**src/rtl/quad_decoder.sv**
```systemverilog
// Quadrature decoder: synchronizes and glitch-filters encoder channels A/B, decodes Gray-code
// phase changes into step/dir pulses, counts illegal transitions and measures the step period.
module quad_decoder #(
  parameter int unsigned FILTER_CYCLES = 4,
  parameter int unsigned PERIOD_W      = 24
) (
  input  logic                clk,
  input  logic                reset,
  input  logic                enable,
  input  logic                a_in,
  input  logic                b_in,
  output logic                step,
  output logic                dir,
  output logic                err,
  output logic [15:0]         err_count,
  output logic [PERIOD_W-1:0] period,
  output logic                period_valid
);

  localparam logic [7:0]          FILT_LAST = 8'(FILTER_CYCLES - 1);
  localparam logic [0:0]          ST_INIT   = 1'b0;
  localparam logic [0:0]          ST_RUN    = 1'b1;
  localparam logic [PERIOD_W-1:0] CYC_MAX   = '1;

  logic [1:0]          a_sync_q, b_sync_q;
  logic [1:0]          sync;
  logic [1:0]          filt_q, filt_d;
  logic [7:0]          fcnt_q [2];
  logic [7:0]          fcnt_d [2];
  logic [0:0]          state_q, state_d;
  logic [1:0]          init_cnt_q, init_cnt_d;
  logic [1:0]          prev_q;
  logic                step_q, step_d;
  logic                dir_q, dir_d;
  logic                err_q, err_d;
  logic [15:0]         err_count_q, err_count_d;
  logic [PERIOD_W-1:0] cyc_q, cyc_d;
  logic [PERIOD_W-1:0] period_q, period_d;
  logic                pv_q, pv_d;
  logic                have_prev_q, have_prev_d;

  logic                is_fwd, is_rev, is_bad;
  logic                run_en, do_step, do_err;

  // Bit 1 carries channel A, bit 0 channel B, matching cur = {filtA, filtB}.
  assign sync = {a_sync_q[1], b_sync_q[1]};

  // Per-channel filter; INIT loads the synchronized level directly.
  always_comb begin
    for (int i = 0; i < 2; i++) begin
      filt_d[i] = filt_q[i];
      fcnt_d[i] = '0;
      if (state_q == ST_INIT) begin
        filt_d[i] = sync[i];
      end else if (sync[i] != filt_q[i]) begin
        if (fcnt_q[i] == FILT_LAST) begin
          filt_d[i] = sync[i];
        end else begin
          fcnt_d[i] = fcnt_q[i] + 8'd1;
        end
      end
    end
  end

  always_comb begin
    state_d    = state_q;
    init_cnt_d = init_cnt_q;
    if (state_q == ST_INIT) begin
      init_cnt_d = init_cnt_q + 2'd1;
      if (init_cnt_q == 2'd2) begin
        state_d = ST_RUN;
      end
    end
  end

  always_comb begin
    is_fwd = 1'b0;
    is_rev = 1'b0;
    is_bad = 1'b0;
    case ({prev_q, filt_q})
      4'b0001, 4'b0111, 4'b1110, 4'b1000: is_fwd = 1'b1;
      4'b0010, 4'b1011, 4'b1101, 4'b0100: is_rev = 1'b1;
      4'b0011, 4'b1100, 4'b0110, 4'b1001: is_bad = 1'b1;
      default: ;
    endcase
  end

  assign run_en  = (state_q == ST_RUN) && enable;
  assign do_step = run_en && (is_fwd || is_rev);
  assign do_err  = run_en && is_bad;

  always_comb begin
    step_d      = do_step;
    err_d       = do_err;
    dir_d       = dir_q;
    err_count_d = err_count_q;
    if (do_step) begin
      dir_d = is_fwd;
    end
    if (do_err && (err_count_q != 16'hFFFF)) begin
      err_count_d = err_count_q + 16'd1;
    end
  end

  // Period is only reported between same-direction steps with no err in between.
  always_comb begin
    cyc_d       = cyc_q;
    period_d    = period_q;
    pv_d        = pv_q;
    have_prev_d = have_prev_q;
    if (do_step) begin
      cyc_d       = '0;
      have_prev_d = 1'b1;
      if (have_prev_q && (is_fwd == dir_q)) begin
        period_d = (cyc_q == CYC_MAX) ? CYC_MAX : cyc_q + 1'b1;
        pv_d     = 1'b1;
      end else begin
        period_d = '0;
        pv_d     = 1'b0;
      end
    end else if (do_err) begin
      cyc_d       = '0;
      pv_d        = 1'b0;
      have_prev_d = 1'b0;
    end else if (run_en) begin
      if (cyc_q == CYC_MAX) begin
        period_d = CYC_MAX;
        pv_d     = 1'b0;
      end else begin
        cyc_d = cyc_q + 1'b1;
      end
    end
  end

  always_ff @(posedge clk) begin
    if (reset) begin
      a_sync_q    <= '0;
      b_sync_q    <= '0;
      filt_q      <= '0;
      fcnt_q[0]   <= '0;
      fcnt_q[1]   <= '0;
      state_q     <= ST_INIT;
      init_cnt_q  <= '0;
      prev_q      <= '0;
      step_q      <= 1'b0;
      dir_q       <= 1'b0;
      err_q       <= 1'b0;
      err_count_q <= '0;
      cyc_q       <= '0;
      period_q    <= '0;
      pv_q        <= 1'b0;
      have_prev_q <= 1'b0;
    end else begin
      a_sync_q    <= {a_sync_q[0], a_in};
      b_sync_q    <= {b_sync_q[0], b_in};
      filt_q      <= filt_d;
      fcnt_q[0]   <= fcnt_d[0];
      fcnt_q[1]   <= fcnt_d[1];
      state_q     <= state_d;
      init_cnt_q  <= init_cnt_d;
      // prev tracks even while disabled so re-enabling never yields a stale step.
      prev_q      <= filt_q;
      step_q      <= step_d;
      dir_q       <= dir_d;
      err_q       <= err_d;
      err_count_q <= err_count_d;
      cyc_q       <= cyc_d;
      period_q    <= period_d;
      pv_q        <= pv_d;
      have_prev_q <= have_prev_d;
    end
  end

  assign step         = step_q;
  assign dir          = dir_q;
  assign err          = err_q;
  assign err_count    = err_count_q;
  assign period       = period_q;
  assign period_valid = pv_q;

endmodule
```
**config.mk**
```make
export PLATFORM = sky130hd
export DESIGN_NAME = quad_decoder
export DESIGN_NICKNAME = d
export VERILOG_FILES = /design/src/rtl/quad_decoder.sv
export SDC_FILE = /design/constraint.sdc
export NUM_CORES = 1
export LEC_CHECK = 0
export CORE_ASPECT_RATIO = 0.6
export CORE_MARGIN = 8
export CORE_UTILIZATION = 55
export CTS_CLUSTER_DIAMETER = 50
export DETAILED_ROUTE_END_ITERATION = 16
export GPL_TIMING_DRIVEN = 0
export PLACE_DENSITY = 0.78
export RECOVER_POWER = 100
export SLEW_MARGIN = 20
export SYNTH_ARGS = -nofsm -noshare
export SYNTH_HDL_FRONTEND = slang
export SYNTH_SLANG_ARGS = --single-unit
```
**constraint.sdc**
```tcl
create_clock -name clk -period 7.3 [get_ports clk]
set_clock_uncertainty 0.2 [all_clocks]
set_input_delay 1.46 -clock clk [delete_from_list [all_inputs] [get_ports clk]]
set_output_delay 1.46 -clock clk [all_outputs]
set_load 0.01 [all_outputs]
```
==> flow_metrics.tcl <==
set metrics [dict create \
    gp_congestion 0.916 \
    synth_area_mm2 0.00456 \
    clockBufferDepth 2 \
    tightest_slew_ns 1.10 \
    drive_gt1_share_pct 8.47 \
    synth_top_family_by_area "simple AND/OR/NAND/NOR gates" \
    slew_headroom_pct 26.1 \
    clkLatencyLatePin_ns 0.35 \
    max-cap-violations 0 \
    synth_compound_area_share_pct 13.4 \
    num_vias 4138 \
    pre_cts_ws_ns 3.52 \
    synth.area.top_cells "dfxtp_1 42%, xnor2_1 5.8%, xor2_1 5.4%" \
    slowest_stage "dlygate4sd3_1" \
    synth-simple-area-share_pct 26.7 \
    clock.fmax_mhz 269 \
    ctsHoldBuffers 0 \
    synth_flop_cell "dfxtp_1" \
    postRouteWirelength_um 12000 \
    hp-class "flop to flop" \
    crit_chain "dlygate4sd3_1 -> nand2_1 -> clkbuf_1 -> nor2_1 -> o2111ai_1 -> clkbuf_1 -> o21ai_0" \
    drtAntennaViolNets 0 \
    synth_fa_ha_area_share_pct 1.37 \
    ctsResizeCount 0 \
    cts_tree "done" \
    area_growth_pct 19.9 \
    avgSynthCellArea_um2 8.65 \
    rsz0062_at_grt "false" \
    die_height_um 86.5 \
    path_buf_inv 3 \
    async_reset_ff_share_pct 0 \
    worst-path-max-fanout 10 \
    fin_crit_ns 3.72 \
    core_mm2 0.00795 \
    start_util_pct 57.4 \
    yosys.cell_types.count 48 \
    drt_iter0_markers 448 \
    dieArea_mm2 0.0116 \
    pin_count 49 \
    setup_violations 0 \
    synth_xor_area_share_pct 11.1 \
    die_w_um 134 \
    post_cts_buffers 0 \
    dpl.hpwl_um 8890 \
    cp_data_arrival_time_ns 3.71 \
    grt_pass1_vias 3849 \
    antenna_found_initial 0 \
    placement_rows 25 \
    cts_num_sinks 96 \
    hold_viol_final 0 \
    fin_tns_setup_ns 0 \
    grt_start_max_net_pins 17 \
    io_buffers 47 \
    htree_levels 3 \
    synth_top_area_share_pct 42.1 \
    cp.required_ns 7.30 \
    p_per_area_mw_per_mm2 201 \
    crit_top_cell "clkbuf_1" \
    path_delay_family "buffers and inverters" \
    routed_via_density 5.93 \
    finalCritPeriodShare_pct 50.9 \
    synth_nets 537 \
    dpl_cell_area_mm2 0.00517 \
    power.leakage_nw 2.03 \
    first_pass_iters 5 \
    path_clk_slew_ns 0.07 \
    nets 595 \
    n_antenna_cell 0 \
    drc 0 \
    grt_pass1_wl_um 19700 \
    wire_per_inst_um 17.2 \
    finalMaxSlewViolations 0 \
    worstSetupStartpointType "input pin" \
    grt_usage_pct 21.0 \
    cts_inserted_buffers 9 \
    status "finished clean" \
    ys_seq_elements 96 \
    irDropWorstVdd_mv 0.176 \
    crit_type "input pin to flop" \
    yosysTopAreaCell "dfxtp_1" \
    cts_root_buf "clkbuf_16" \
    ys_seq_area_share_pct 42.1 \
    slowest_delay_ns 0.55 \
    synth_edf_count 0 \
    worst_slack_ns 3.58 \
    grt_overflow 0 \
    ys_warn_count 0 \
    stdcell_area_mm2 0.00547 \
    end_kind "flop" \
    syn_inst 527 \
    synthMuxAreaShare_pct 1.37 \
]
[cells by family after synthesis]
family,count (synthesis)
DFF,96
buffers and inverters,38
muxes,6
and+or+nand+nor,228
adders and majority gates,5
AOI/OAI and AO/OA,96
xor gates and xnor gates,58
[state kept, by name (all words and copies together), names as in the netlist]
| register | cells |
|---|---|
| init_cnt_q | 2 |
| state_q | 1 |
| prev_q | 2 |
| have_prev_q | 1 |
| filt_q | 2 |
| a_sync_q | 2 |
| dir | 1 |
| period | 24 |
| step | 1 |
| period_valid | 1 |
| fcnt_q | 16 |
| cyc_q | 24 |
| err_count | 16 |
| err | 1 |
| b_sync_q | 2 |
[layout by cell type, fill, tap and decap left out, drive strengths merged, types with 11 or more instances in the layout]
master       synthesis  routed
dfxtp               96      96
nor3                14      14
buf                 16      15
nor2                61      61
o21ai               38      38
clkbuf              16      26
o211ai              18      18
dlygate4sd3          0      45
nand3               25      25
xnor2               30      30
nand4               11      11
a21oi               19      19
or4                 15      15
nand2               43      43
xor2                28      28
[cells in the mapped netlist, types with 9 or more instances]
cell and instances:
dfxtp_1 96, nor2_1 60, nand2_1 43, o21ai_0 37, xnor2_1 30, xor2_1 28, nand3_1 25, a21oi_1 19
o211ai_1 18, clkbuf_1 16, nor3_1 14, or4_1 14, buf_2 12, nor4_1 9, or3_1 9
[through the flow]
stage | utilization (%) | power, mW | hold slack (ns) | cells
5_1_grt | 68.8 | 1.14 | 0.261 | 698
2_1_floorplan | - | 0.613 | 0.214 | 527
6_report | 68.8 | 1.10 | 0.245 | 698
4_1_cts | 68.8 | 1.10 | 0.250 | 698
3_5_place_dp | 65.0 | 0.637 | 0.238 | 682
3_3_place_gp | 65.0 | 0.633 | 0.230 | 682
[final timing paths]
path                          startpoint                   endpoint  slack, ns  cells after the start
hold / removal    b_sync_q[0]$_SDFF_PP0_     b_sync_q[1]$_SDFF_PP0_       0.24                      1
hold reg to reg   b_sync_q[0]$_SDFF_PP0_     b_sync_q[1]$_SDFF_PP0_       0.24                      1
setup reg to reg  cyc_q[13]$_SDFFE_PP0P_  period_valid$_SDFFE_PP0P_       4.46                      5
setup / recovery                  enable  period_valid$_SDFFE_PP0P_       3.58                      7
[per-layer routing]
metal	wire length (µm)	track usage, %	vias up
met5	0	0	-
met4	144	5.57	0
met1	6040	30.8	1961
li1	-	-	1996
met2	4760	29.2	167
met3	1060	5.54	14
[power breakdown]
group	total, mW	switching, mW	internal, mW
Combinational	0.0859	0.0571	0.0288
Sequential	0.542	0.00756	0.534
Clock	0.469	0.204	0.265
[final cells by class]
cell class	instances	area, µm²
Fill cell	639	2480
Multi-Input combinational cell	393	2470
Sequential cell	96	1920
Timing Repair Buffer	47	470
Clock buffer	9	225
Buffer	32	149
Tap cell	108	135
Clock inverter	7	72.6
Inverter	6	22.5
(Power assumes the default switching activity.)
==> variant 1 (same flow settings) <==
Add an input register stage for `enable`, `a_in` and `b_in`, with the module's reset; this delays them by one clock.
--- a/src/rtl/quad_decoder.sv
+++ b/src/rtl/quad_decoder.sv
@@ -21,6 +21,22 @@
   localparam logic [0:0]          ST_INIT   = 1'b0;
   localparam logic [0:0]          ST_RUN    = 1'b1;
   localparam logic [PERIOD_W-1:0] CYC_MAX   = '1;
+
+  logic enable_q;
+  logic a_q;
+  logic b_q;
+
+  always_ff @(posedge clk) begin
+    if (reset) begin
+      enable_q <= '0;
+      a_q      <= '0;
+      b_q      <= '0;
+    end else begin
+      enable_q <= enable;
+      a_q      <= a_in;
+      b_q      <= b_in;
+    end
+  end
 
   logic [1:0]          a_sync_q, b_sync_q;
   logic [1:0]          sync;
@@ -85,7 +101,7 @@
     endcase
   end
 
-  assign run_en  = (state_q == ST_RUN) && enable;
+  assign run_en  = (state_q == ST_RUN) && enable_q;
   assign do_step = run_en && (is_fwd || is_rev);
   assign do_err  = run_en && is_bad;
 
@@ -151,8 +167,8 @@
       pv_q        <= 1'b0;
       have_prev_q <= 1'b0;
     end else begin
-      a_sync_q    <= {a_sync_q[0], a_in};
-      b_sync_q    <= {b_sync_q[0], b_in};
+      a_sync_q    <= {a_sync_q[0], a_q};
+      b_sync_q    <= {b_sync_q[0], b_q};
       filt_q      <= filt_d;
       fcnt_q[0]   <= fcnt_d[0];
       fcnt_q[1]   <= fcnt_d[1];
Function: changed (a bounded check fails within 10 cycles, from zero or initial values and one cycle with reset high).
==> variant 1 against the unedited design <==
- maximum frequency rose by 6.0%
- synthesized cell count rose by 1.5%
- setup slack improved by 210 ps
- non-clock buffer count rose by 1
- total power rose by 0.14%
- register-to-register slack worse by 670 ps
- sequential cell count is 3 higher
- synthesized area down 0.19%
- routed wire length fell by 2.9%
- critical path depth is 2 higher
- cell area down 0.57%
- sequential power up 3%
- combinational power fell by 29%
- critical path type is now flip-flop to flip-flop
- largest cell class unchanged
- largest power group unchanged
==> variant 1: results (changes against the unedited design) <==
** Synthesis
- Share of async-settable or async-resettable flops after synthesis :: 0% (unchanged)
- Dominant cells by area after synthesis :: dfxtp_1 44%, nor2_1 7.3%, xor2_1 5.2%, xnor2_1 3.8%, nand3_1 3.0%
- The number of distinct library cells after synthesis was 52 (+8.3%).
- After synthesis, the most frequently instantiated cells are 99 x dfxtp_1, 89 x nor2_1, 29 x nand2_1.
- The sequential cell area fraction in the yosys report was 43.5% (+1.4 points).
- The warning count from the yosys run is 0 (unchanged).
- Dominant register cell in the synthesized netlist :: dfxtp_1
- The gate count of the mapped netlist came to 535 (+1.5%).
- The post-synthesis net count is 545 (+1.5%).

** Place
- The final weighted congestion of routability-driven global placement came to 0.897 (-2.1%).
- Worst slack after detailed placement :: 4080 ps (+562 ps)
- Cells after DPL :: 690 (+1.2%)
- The placed wire-length estimate came to 8.23 mm (-7.5%).
- The count of port buffers added during placement is 47 (unchanged).

** Run status
- Result of the run :: finished, final reports clean

** Worst setup path
- The top fanout value on the critical path is 10 (unchanged).
- The signal arrival time at the worst endpoint is 3600 ps (-110 ps).
- In this run the critical register-to-register path is launched from cyc_q[16].
- In this run the critical register-to-register path is captured at cyc_q[3].
- The worst reg2reg path depth is 9 (+4).
- The setup slack on the worst flop-to-flop path was 3790 ps (-670 ps).

** Pwr
- The peak ir drop on the vdd network was 0.110 mV (-37%).
- Leak Pwr :: 2.00 nW (-1.4%)

** Routing
- Vias per inst :: 5.97 (+0.78%)
- First-pass iteration count of the detailed router :: 5 (unchanged)
- The detailed router's first-iteration violation count came to 430 (-4.0%).
- Average wire per standard cell :: 16.5 um (-4.0%)

** Layout
- FILL cells :: 670 (+4.9%)
- Antenna Cells :: 0 (unchanged)
- The net total in the final layout is 603 (+1.3%).
- Post-layout instance count excluding filler cells :: 706 (+1.1%)
- Share of post-route cells with drive strength above 1 :: 5.35% (-3.1 points)

** Global route
- Via count of the first global-routing pass :: 3858 (+0.23%)
- The maximum number of pins on one net before global-route repair was 18 (+1).
- The first-pass GRT wire length is 18.9 mm (-3.8%).
- Number of antenna violations at the first check in global routing :: 0 (unchanged)
- Total routing resource utilization after global routing :: 20.2% (-0.85 points)

** Timing
- Max_slew headroom :: 35.9% (+9.9 points)

** CTS
- Register clock-pin slew on the reported worst setup and hold paths :: 70 ps (about the same)
- The quantity of gates resized following cts was 0 (unchanged).
- The maximum level of the CTS H-tree is 3 (unchanged).
- The total clock buffers created by CTS is 9 (unchanged).
- Number of buffers on the longest clock path :: 2 (unchanged)
- The clock latency on the worst-skew pair is 350 ps (about the same).
- CTS root buf :: clkbuf_16
- Count of buffers added by post-CTS timing repair for setup :: 0 (unchanged)

** Worst hold path
- The number of instances on the worst hold path came to 1 (unchanged).
- The path class of the tightest hold or removal check is flip-flop to flip-flop.
- End point of the worst hold path :: b_sync_q[0]
- In this run the most critical hold path is launched from b_q.
-- variant 1: cell type report --
type / instances / area [um2] / area share (%)
plain buffers: 33 / 138 / 2.53
repair buffers: 47 / 470 / 8.65
clock buffers: 9 / 225 / 4.14
clock inverters: 7 / 73.8 / 1.36
flip-flops and latches: 99 / 1980 / 36.4
multi-input cells: 394 / 2380 / 43.8
inverters: 9 / 33.8 / 0.621
well taps: 108 / 135 / 2.49
-- variant 1: kinds of logic after synthesis --
group / count (synthesis) / synth area share, %
compound gates: 92 / 13.1
simple gates: 244 / 27.5
fa+ha+maj: 5 / 1.37
mux: 6 / 1.32
xor+xnor: 47 / 9.04
buf+inv: 42 / 4.07
flops: 99 / 43.5
-- variant 1: worst max-delay path: stages, from the launching register on --
cell and delay, ps:
dfxtp_1 310, clkbuf_1 290, and4_1 240, clkbuf_1 260
nand4_1 290, o21ai_0 590, clkbuf_1 460, clkbuf_1 490
o211ai_1 200, nand2_1 110
-- variant 1: power breakdown --
part	internal [mW]	switching (mW)	leakage, nW
Clock	0.267	0.214	0.146
Combinational	0.0208	0.0406	1.06
Sequential	0.550	0.00618	0.799
-- variant 1: routing by layer --
metal  vias to the layer above  GRT usage [%]  wire (um)
met5                         -              0          0
met2                       170           30.7       5130
li1                       2022              -          -
met1                      2011           26.8       5390
met3                        15           5.31        965
met4                         0           7.70        167
-- variant 1: worst max path at each step --
stage	slack (ps)	from	end	cells past startpoint
after floorplan	4430	reset	cyc_q[4]	5
after global placement	4160	reset	period[3]	5
after detailed placement	4080	reset	period[16]	5
after CTS	4170	cyc_q[0]	period[7]	8
after global routing	3540	cyc_q[16]	cyc_q[1]	9
final	3790	cyc_q[16]	cyc_q[3]	9
-- variant 1: stage by stage --
step | total power [mW] | hold slack, ps | area, um2
2_1_floorplan | 0.610 | 214 | 4550
3_3_place_gp | 0.624 | 216 | 5160
3_5_place_dp | 0.628 | 226 | 5160
4_1_cts | 1.11 | 242 | 5460
5_1_grt | 1.13 | 256 | 5440
6_report | 1.10 | 240 | 5440
==> variant 2 (same settings) <==
Made on the original files. Set the parameter `PERIOD_W` to 32 (it was 24).
--- a/src/rtl/quad_decoder.sv
+++ b/src/rtl/quad_decoder.sv
@@ -2,7 +2,7 @@
 // phase changes into step/dir pulses, counts illegal transitions and measures the step period.
 module quad_decoder #(
   parameter int unsigned FILTER_CYCLES = 4,
-  parameter int unsigned PERIOD_W      = 24
+  parameter int unsigned PERIOD_W      = 32
 ) (
   input  logic                clk,
   input  logic                reset,
Interface: changed (resized period); port bits go from 49 to 57. No check against the original RTL was run, so the function may have changed too.
==> variant 2 against the unedited design <==
- setup slack got worse by 410 ps
- via count grew 34%
- highest routed layer unchanged
- critical path depth is 2 higher
- count of clock-buffer cells in the layout stayed put
- synthesized cell count up 28%
- sequential cell count grew 16
- cell area up 22%
- maximum frequency shrank 9.9%
- largest cell class unchanged
- utilization is 1.6 points lower
- synthesized area increased by 24%
- total power up 13%
- sequential share of layout area decreased by 1.5 points
- routed wire length increased by 40%
==> variant 2: results (changes against the unedited design) <==
** Run status
- The run finished with clean final reports.

** Routing
- Count of routing violations after the opening detailed-route iteration :: 585 (+31%)
- Average wire per standard cell :: 19.1 um (+11%)
- The number of iterations in the first detailed-routing pass came to 6 (+1).
- The via density per instance is 6.30 (+6.3%).

** Worst setup path
- The signal arrival time at the worst endpoint came to 4140 ps (+430 ps).
- Largest delay share family, worst path :: buffers and inverters
- FF-to-FF setup slack :: 4250 ps (-210 ps)
- The top fanout value on the critical path came to 10 (unchanged).
- Cell type of the slowest stage on the worst timing path :: dlygate4sd3_1
- Largest stage delay on the critical path :: 550 ps (about the same)
- The worst reg2reg path depth was 9 (+4).

** Global route
- The first-pass GRT wire length came to 27.2 mm (+38%).
- The via count of the first global-routing pass came to 5276 (+37%).
- Maximum number of pins on one net before global-route repair :: 20 (+3)
- The initial antenna violation count came to 0 (unchanged).
- The aggregate global-route resource usage is 24.2% (+3.2 points).

** Synthesis
- The post-synthesis net count is 684 (+27%).
- Share of async-settable or async-resettable flops after synthesis :: 0% (unchanged)
- Sequential share of the synthesized area :: 39.7% (-2.4 points)
- Dominant cells by area after synthesis :: dfxtp_1 40%, a21oi_1 5.8%, nor2_1 4.2%, xnor2_1 4.2%, or4_1 3.6%
- Commonest cells post-synth :: 112 x dfxtp_1, 65 x a21oi_1, 63 x nor2_1
- Distinct cells, synth :: 51 (+6.3%)
- Average footprint of a synthesized cell :: 8.37 um2 (-3.3%)
- Yosys warning total :: 0 (unchanged)

** CTS
- Count of buffers added by post-CTS timing repair for setup :: 0 (unchanged)
- The maximum level of the CTS H-tree is 3 (unchanged).
- Clock network latency to the later pin of the worst-skew pair :: 350 ps (about the same)
- Number of buffers on the longest clock path :: 2 (unchanged)
- Count of instances resized after the clock tree is built :: 0 (unchanged)
- CTS root buf :: clkbuf_16
- Number of CTS-inserted buffers :: 9 (unchanged)
- The clock-pin transition on the worst setup and hold timing paths is 70 ps (about the same).

** Layout
- The final cell count without fillers was 880 (+26%).
- The share of cells above drive strength 1 is 6.85% (-1.6 points).
- The total inserted antenna cells was 0 (unchanged).
- Final nets :: 750 (+26%)
- The number of filler cells placed in the layout is 806 (+26%).

** Worst hold path
- Type of the tightest min-delay check :: flip-flop to flip-flop
- Instance count along the most critical hold path :: 1 (unchanged)

** Pwr
- The total power divided by cell area came to 186 nW/um2 (-7.2%).
- Peak VDD IR :: 0.128 mV (-27%)
- Internal power of the cells :: 0.919 mW (+11%)
- Sequential group power :: 0.629 mW (+16%)
- The leakage power summed over all cells is 2.33 nW (+14%).
- Power in the clock group :: 0.511 mW (+9.0%)

** Place
- The instance count after placement with tap cells included was 864 (+27%).
- DP Wirelength :: 12.4 mm (+40%)
- The final weighted congestion of routability-driven global placement came to 0.929 (+1.4%).
- The count of port buffers added during placement is 55 (+17%).

** Timing
- The slew of the pin with the lowest slew margin is 859 ps (-239 ps).
## variant 2: cell types whose count changed after synthesis, moves of 11 or more
cell and delta:
dfxtp_1 +16, clkbuf_1 +15, a21oi_1 +46, nand2_1 -11, o21ai_0 -33, or4_1 +13, nand3_1 +14, o22ai_1 +26
o31ai_1 +17, o211ai_1 -18
## variant 2: stage by stage
stage | setup WS, ps | util, % | hold slack (ps) | area, um2
6_report | 3170 | 67.3 | 237 | 6670
4_1_cts | 3370 | 67.3 | 246 | 6670
2_1_floorplan | 4240 | - | 214 | 5640
3_5_place_dp | 3000 | 64.2 | 230 | 6360
3_3_place_gp | 3040 | 64.2 | 219 | 6360
5_1_grt | 3010 | 67.3 | 259 | 6670
## variant 2: logic make-up after synthesis
family / after synthesis / share of synthesized area, %
adder cells (fa/ha/maj): 5 / 1.11
AND/OR/NAND/NOR: 287 / 28.7
XOR/XNOR: 46 / 7.14
multiplexers: 6 / 1.06
AO/OA/AOI/OAI: 151 / 16.6
buffers and inverters: 67 / 5.68
flip-flops: 112 / 39.7
## variant 2: final cells by class
type	instances	area [um2]	share of cell area [%]
timing repair buffer	55	551	8.26
multi-input combinational	495	3080	46.2
buffer	57	282	4.22
clock buffer	9	225	3.38
sequential	112	2240	33.6
tap	135	169	2.53
inverter	10	37.5	0.563
clock inverter	7	81.3	1.22
## variant 2: worst paths after layout
check,from,end
max,enable,cyc_q[18]
min,a_sync_q[0],a_sync_q[1]
max reg2reg,cyc_q[0],cyc_q[15]
min reg2reg,a_sync_q[0],a_sync_q[1]
## variant 2: metal layers
layer  wire (um)  vias to the layer above  track usage [%]
met5           0                        -                0
met4         154                        0             5.37
met3        1940                       19             8.21
met2        7050                      280             36.2
met1        7660                     2609             33.0
li1            -                     2636                -
